[src/rtl/adder_share_arbiter.sv]
// Round-robin arbiter that time-shares one external combinational adder between NREQ requesters.
// Operands are held for SETTLE cycles before the sum is sampled and returned over a valid/ready channel.
module adder_share_arbiter #(
  parameter  int W      = 64,
  parameter  int NREQ   = 4,
  parameter  int SETTLE = 4,
  localparam int IDW    = $clog2(NREQ)
) (
  input  logic              clk,
  input  logic              rst_n,
  input  logic [NREQ-1:0]   req,
  input  logic [NREQ*W-1:0] a_bus,
  input  logic [NREQ*W-1:0] b_bus,
  output logic [NREQ-1:0]   gnt,
  output logic [W-1:0]      add_a,
  output logic [W-1:0]      add_b,
  input  logic [W-1:0]      add_sum,
  output logic              rsp_valid,
  output logic [IDW-1:0]    rsp_id,
  output logic [W-1:0]      rsp_sum,
  input  logic              rsp_ready,
  output logic              busy,
  output logic [1:0]        dbg_state
);

  localparam int CW = (SETTLE > 1) ? $clog2(SETTLE + 1) : 1;

  typedef enum logic [1:0] {
    S_IDLE = 2'd0,
    S_WAIT = 2'd1,
    S_RESP = 2'd2
  } state_t;

  state_t          state_q, state_d;
  logic [IDW-1:0]  ptr_q, ptr_d;
  logic [CW-1:0]   cnt_q, cnt_d;
  logic [W-1:0]    add_a_q, add_a_d;
  logic [W-1:0]    add_b_q, add_b_d;
  logic [IDW-1:0]  rsp_id_q, rsp_id_d;
  logic [W-1:0]    rsp_sum_q, rsp_sum_d;

  logic            win_vld;
  logic [IDW-1:0]  win_idx;
  int unsigned     idx;

  // Response channel: a response transfers on any rising edge where rsp_valid and
  // rsp_ready are both high; rsp_id/rsp_sum stay stable while rsp_valid waits for rsp_ready.

  // Winner search starts at ptr and wraps, so the last winner gets lowest priority next.
  always_comb begin
    win_vld = 1'b0;
    win_idx = '0;
    idx     = 0;
    for (int k = 0; k < NREQ; k++) begin
      idx = int'(ptr_q) + k;
      if (idx >= NREQ) idx = idx - NREQ;
      if (!win_vld && req[idx]) begin
        win_vld = 1'b1;
        win_idx = IDW'(idx);
      end
    end
  end

  always_ff @(posedge clk or negedge rst_n) begin
    if (!rst_n) begin
      state_q   <= S_IDLE;
      ptr_q     <= '0;
      cnt_q     <= '0;
      add_a_q   <= '0;
      add_b_q   <= '0;
      rsp_id_q  <= '0;
      rsp_sum_q <= '0;
    end else begin
      state_q   <= state_d;
      ptr_q     <= ptr_d;
      cnt_q     <= cnt_d;
      add_a_q   <= add_a_d;
      add_b_q   <= add_b_d;
      rsp_id_q  <= rsp_id_d;
      rsp_sum_q <= rsp_sum_d;
    end
  end

  always_comb begin
    state_d   = state_q;
    ptr_d     = ptr_q;
    cnt_d     = cnt_q;
    add_a_d   = add_a_q;
    add_b_d   = add_b_q;
    rsp_id_d  = rsp_id_q;
    rsp_sum_d = rsp_sum_q;
    case (state_q)
      S_IDLE: begin
        if (win_vld) begin
          add_a_d  = a_bus[int'(win_idx)*W +: W];
          add_b_d  = b_bus[int'(win_idx)*W +: W];
          rsp_id_d = win_idx;
          cnt_d    = CW'(SETTLE - 1);
          ptr_d    = (int'(win_idx) == NREQ - 1) ? '0 : win_idx + 1'b1;
          state_d  = S_WAIT;
        end
      end
      S_WAIT: begin
        // The adder output is only trusted once operands have been stable SETTLE cycles.
        if (cnt_q == '0) begin
          rsp_sum_d = add_sum;
          state_d   = S_RESP;
        end else begin
          cnt_d = cnt_q - 1'b1;
        end
      end
      S_RESP: begin
        if (rsp_ready) state_d = S_IDLE;
      end
      default: state_d = S_IDLE;
    endcase
  end

  always_comb begin
    gnt       = '0;
    rsp_valid = (state_q == S_RESP);
    busy      = (state_q != S_IDLE);
    dbg_state = state_q;
    if (state_q == S_IDLE && win_vld) gnt[win_idx] = 1'b1;
  end

  assign add_a   = add_a_q;
  assign add_b   = add_b_q;
  assign rsp_id  = rsp_id_q;
  assign rsp_sum = rsp_sum_q;

endmodule
[config.mk]
export PLATFORM = sky130hd
export DESIGN_NAME = adder_share_arbiter
export DESIGN_NICKNAME = d
export VERILOG_FILES = /design/src/rtl/adder_share_arbiter.sv
export SDC_FILE = /design/constraint.sdc
export NUM_CORES = 1
export LEC_CHECK = 0
export BUFFER_PORTS_ARGS = -buffer_cell sky130_fd_sc_hd__buf_2
export CORE_AREA = 2 2 302 304
export CTS_BUF_LIST = sky130_fd_sc_hd__clkbuf_8
export CTS_CLUSTER_DIAMETER = 150
export DETAILED_ROUTE_END_ITERATION = 8
export DIE_AREA = 0 0 304 306
export HOLD_SLACK_MARGIN = 0.06
export PLACE_DENSITY_LB_ADDON = 0.05
export SLEW_MARGIN = 40
export SYNTH_ARGS = -nofsm -noshare
export SYNTH_HDL_FRONTEND = slang
export SYNTH_SLANG_ARGS = --single-unit
[constraint.sdc]
create_clock -name clk -period 2.06 [get_ports clk]
set_input_delay 0.309 -clock clk [delete_from_list [all_inputs] [get_ports clk]]
set_output_delay 0.309 -clock clk [all_outputs]
set_load 0.05 [all_outputs]
---- Yosys cells after proc, flatten, opt, wreduce, memory -nomap -nowiden ----
Cells that the tools add are included.
word-level totals
  register bits ........................... 201
  input port bits ......................... 583
  output and inout bits ................... 202
  logic and storage cells ................. 82
cells by class
  add/subtract/negate cells ............... 9
  $lt $le $gt $ge ......................... 10
  eq/ne operators ......................... 7
  shifts and indexed selects .............. 2
  mux-type cells .......................... 31
  reductions and logical operators ........ 16
operators with widths
  operator                                                            number
  variable part select 256 x 9 -> 64 bit                              2
  < comparator 32 x 3 -> 1 bit (second input constant)                4
  2-to-1 mux 32 bit                                                   4
  2-to-1 mux 2 bit                                                    8
  subtractor 3 x 3 -> 4 bit (second input constant)                   3
  greater-or-equal comparator 3 bit (second input constant)           3
  2-to-1 mux 1 bit                                                    9
  binary-select mux 1 bit (select 2 bit)                              4
  adder 2 x 2 -> 3 bit (second input constant)                        2
  2-to-1 mux 3 bit                                                    2
  inequality test 2 bit (second input constant)                       3
  case mux 2 bit (3 select lines)                                     1
  case mux 3 bit (2 select lines)                                     1
  AND reduction 3 bit                                                 2
  logical AND 1 bit                                                   5
  == test 2 x 1 -> 1 bit (second input constant)                      2
  2-to-1 mux 4 bit                                                    1
  AND reduction 2 bit                                                 2
  nonzero test 2 bit                                                  2
  subtractor 2 x 3 -> 4 bit (second input constant)                   1
  adder 2 x 1 -> 3 bit (second input constant)                        1
  greater-or-equal comparator 2 x 3 -> 1 bit (second input constant)  1
  logical NOT 1 bit                                                   3
  logical NOT 3 bit                                                   1
  8 further kinds                                                     8

---- Longest topological paths before layout ----
  word-level depth ........................ 19
  mapped depth ............................ 9
  depth with buffers taken out ............ 7

---- Worst setup path before layout ----
Ideal clock, no wire load.
  path kind ............................... reg-to-output
  from .................................... register state_q[1], in the netlist dbg_state[1]
  to ...................................... output port gnt[0]
  arrival time ............................ 2.459 ns
  data required time ...................... 1.751 ns
  slack ................................... -0.708 ns
  cell stages (with the launch flop) ...... 5
  path buffers ............................ 2
  cell sequence ........................... dfrtp_1 a211o_1 clkbuf_1 clkbuf_1 nor3_1
between the ends
  longest elaborated chain between the ends .. 3
ends and longest elaborated chain
  what                    RTL line  source
  from (decl)             34        state_t state_q, state_d;
  from (signal assigned)  74        state_q <= state_d;
  logical NOT 2 bit       124       if (state_q == S_IDLE && win_vld) gnt[win_idx] = 1'b1;
  logical AND 1 bit       124
  2-to-1 mux 4 bit        124
  to (decl)               14        output logic [NREQ-1:0] gnt,
No other way between the ends.

---- Worst setup path in the final report ----
  from .................................... register ptr_q[0]
  to ...................................... register add_b_q[61], in the netlist add_b[61]
between the ends
  longest elaborated chain between the ends .. 15
  elaborated cells on any way between the ends .. 39
  classes of those cells .................. add/sub: 7; order compare: 4; shift: 1; mux: 20; reduce/logical: 7
ends and longest elaborated chain
  what                                                                                RTL line  source
  from (decl)                                                                         35        logic [IDW-1:0] ptr_q, ptr_d;
  from (signal assigned)                                                              75        ptr_q <= ptr_d;
  parallel branches: the longest is 15 deep, another holds subtractor 3 x 3 -> 4 bit  n/a
  to (signal assigned)                                                                70        add_b_q <= '0;
  to (signal assigned)                                                                78        add_b_q <= add_b_d;
  to (decl)                                                                           38        logic [W-1:0] add_b_q, add_b_d;
Several ways; the timed one is not identified. The select of a mux whose other input is x is not followed.
A chain may end at the register's enable or synchronous reset.

==> out/results.tsv <==
metric	value	unit
top-area cell type share of the netlist area	40.81	%
M3 GR Usage	4.590	%
cell taking the most area after synthesis	dfrtp_1	
failing checks	negative setup slack	
fin crit period	2540	ps
CTS buffer count	46	
DR vias	15650	
final worst path period share	123.3	%
flop2flop setup slack	-480	ps
core area	0.08960	mm2
Synth Net Count	1823	
critical path class	register to register	
largest net degree at the start of global routing	142	
Seq/Total Area, Yosys	40.81	%
setup TNS	-52010	ps
starting density of the core	13.76	%
dpl hpwl	55460	um
Post-DP Area	0.01836	mm2
GRT overflow	0	
vias per cell	4.230	
cell area after synthesis	0.01232	mm2
DRT Pass-1 Iters	5	
Finished Core Util	29.01	%
top-count cell post-synth	and3_1	
placer congestion estimate	0.7850	
crit path launch type	register	
CTS H-Tree Depth	2	
WL/cell	24.11	um
Die Y	306	um
Initial DRC Count	619	
Routed WL	89180	um
GR peak layer	met2	
Clock Tree Buf Depth	3	
Hold/Removal Path Class	primary input to register	
I/O Buffers	784	
fin area	0.02599	mm2
met1 Use GR	17.36	%
Worst Skew	23.70	ps
top post-synthesis cells by area	dfrtp_1 41%, and3_1 13%, a211oi_1 12%	
post-route ant nets	0	
die area	0.09302	mm2
Synth Warn #	0	
Fin. Hold Viols	0	
reg2reg path depth	12	
CTS tree	done	
Max-Cap Viols	0	
Top Ports	785	
met2 usage	28.20	%
# nets final	3057	
WP data required	2560	ps
Layout area overhead	110.9	%
synthesized flop and latch total	201	
clk slew on worst S/H paths	60	ps
pins over their slew limit	0	
status	complete, but fails checks	
Clock Sinks	201	
clock latency on the worst-skew pair	630	ps
DIE WIDTH	304	um
Cells after Synth	1237	
Relative slew margins	65.69	%
share of cells above drive strength 1	59.22	%
critical path fanouts, max	7	
final setup margin	-480.3	ps
clock root buffer master	clkbuf_8	
Leak	12.09	nW
worst hold slack	125.4	ps
Crit. End Element	register	
critical path arrival	3040	ps
first-pass GRT wire length	108600	um
row count	110	
Synth top cells by count	257 x and3_1, 204 x a211oi_1, 201 x dfrtp_1, 137 x nand2_1, 109 x o31ai_1	
DRC viols	0	
number of synthesized flops with an enable pin	0	
distinct cell type count of the synthesized netlist	34	
Most used DFF post-synth	dfrtp_1	
RSZ-0062 raised after global routing	yes	
initial antenna violation count	32	
VDD IR max	0.0004616	V
PwrDens	1620	mW/mm2
power consumption	42.10	mW
max frequency	393.7	MHz
share of flip-flops with an asynchronous set or reset	100.0	%
worst-margin pin slew	514.7	ps
vias in the first global route	16240	
Hold Path Depth	3	
Final setup viols	132	
syn avg cell area	9.963	um2
GR Util All Layers	15.58	%
-- final timing paths --
kind / start / end
setup / recovery: ptr_q[0]$_DFFE_PN0P_ / add_b[61]$_DFFE_PN0P_
min in group asynchronous: rst_n / rsp_sum[36]$_DFFE_PN0P_
setup reg to reg: ptr_q[0]$_DFFE_PN0P_ / add_b[61]$_DFFE_PN0P_
hold reg to reg: add_b[63]$_DFFE_PN0P_ / add_b[63]$_DFFE_PN0P_
hold / removal: b_bus[111] / add_b[47]$_DFFE_PN0P_
max in group asynchronous: rst_n / add_a[33]$_DFFE_PN0P_
-- layout make-up --
cell class | instances | area (um2)
Tap cell | 1176 | 1471
Timing Repair Buffer | 1336 | 10690
Sequential cell | 201 | 5034
Clock buffer | 62 | 853.3
Antenna cell | 17 | 42.54
Inverter | 5 | 35.03
Multi-Input combinational cell | 881 | 7766
Fill cell | 9640 | 63600
Clock inverter | 21 | 103.9
-- cell families (layout without fill, tap and decap cells) --
kind of cell    Yosys count  after routing  synth area share, %
buf+inv                 155           1424                7.604
flops                   201            201                40.81
other cells               0             17                    0
mux                      65             65                5.939
fa+ha+maj                 3              3               0.3046
compound gates          395            395                26.96
xor+xnor                  1              1              0.07108
simple gates            417            417                18.30
-- flip-flops by register name, indices dropped and copies added (netlist names) --
| register | flops |
|---|---|
| add_a | 64 |
| add_b | 64 |
| cnt_q | 3 |
| dbg_state | 2 |
| ptr_q | 2 |
| rsp_id | 2 |
| rsp_sum | 64 |
-- placed cells by master, fill, tap and decap left out, types with 2 or more instances in the layout --
master and n:
dlygate4sd3_1 311, buf_8 16, o31ai_1 98, nor3_4 2, clkbuf_8 62, o31ai_2 29
a211oi_4 16, buf_2 779, buf_6 27, inv_1 18, nor2b_1 4, buf_16 16
nand2_1 137, a211oi_2 204, buf_4 98, a21oi_1 2, nor2_1 5, and3_4 52
ha_1 2, a21oi_2 2, inv_8 2, clkbuf_16 30, dfrtp_2 3, mux2_2 65
diode_2 17, buf_12 57, bufbuf_16 2, dfrtp_1 198, clkinv_2 4, o31ai_4 2
and3_1 205, a211oi_1 36
-- through the flow --
step,instances,setup WS [ps]
after floorplan,1237,-27.73
after CTS,3585,-577.6
after detailed placement,3176,-555.2
after global placement,3176,-543.9
after global routing,3692,-583.0
final,3699,-480.3
-- metal layers --
| layer | share of wire [%] | routed length, um |
|---|---|---|
| met2 | 50 | 44900 |
| met5 | 0.15 | 132 |
| met1 | 40 | 35920 |
| met3 | 6.2 | 5563 |
| met4 | 3.0 | 2663 |
-- report_power, final --
part | internal [mW] | leakage [nW] | switching (mW)
logic | 11.5 | 9.11 | 18.6
registers | 6.01 | 2.42 | 1.08
clock network | 2.69 | 0.553 | 2.27
-- worst max-delay path, stage by stage, from the launching register on --
cell      delay (ps)
dfrtp_1          400
nor2b_2           70
or4_4            540
buf_4            160
buf_6            110
buf_12           130
buf_16           160
buf_4            150
buf_12           140
and3_4           170
a211oi_2         180
buf_4            150
o31ai_2           50
-- repair_timing --
item | CTS | global route
cloned | 5 | 53
buffers inserted | 10 | 47
resized for setup | 48 | 333
hold buffers | 311 | 0
endpoints found under the setup margin | 130 | 132
pin swaps | 10 | 185
hold endpoints to repair | 394 | 0
(Power assumes the default switching activity.)
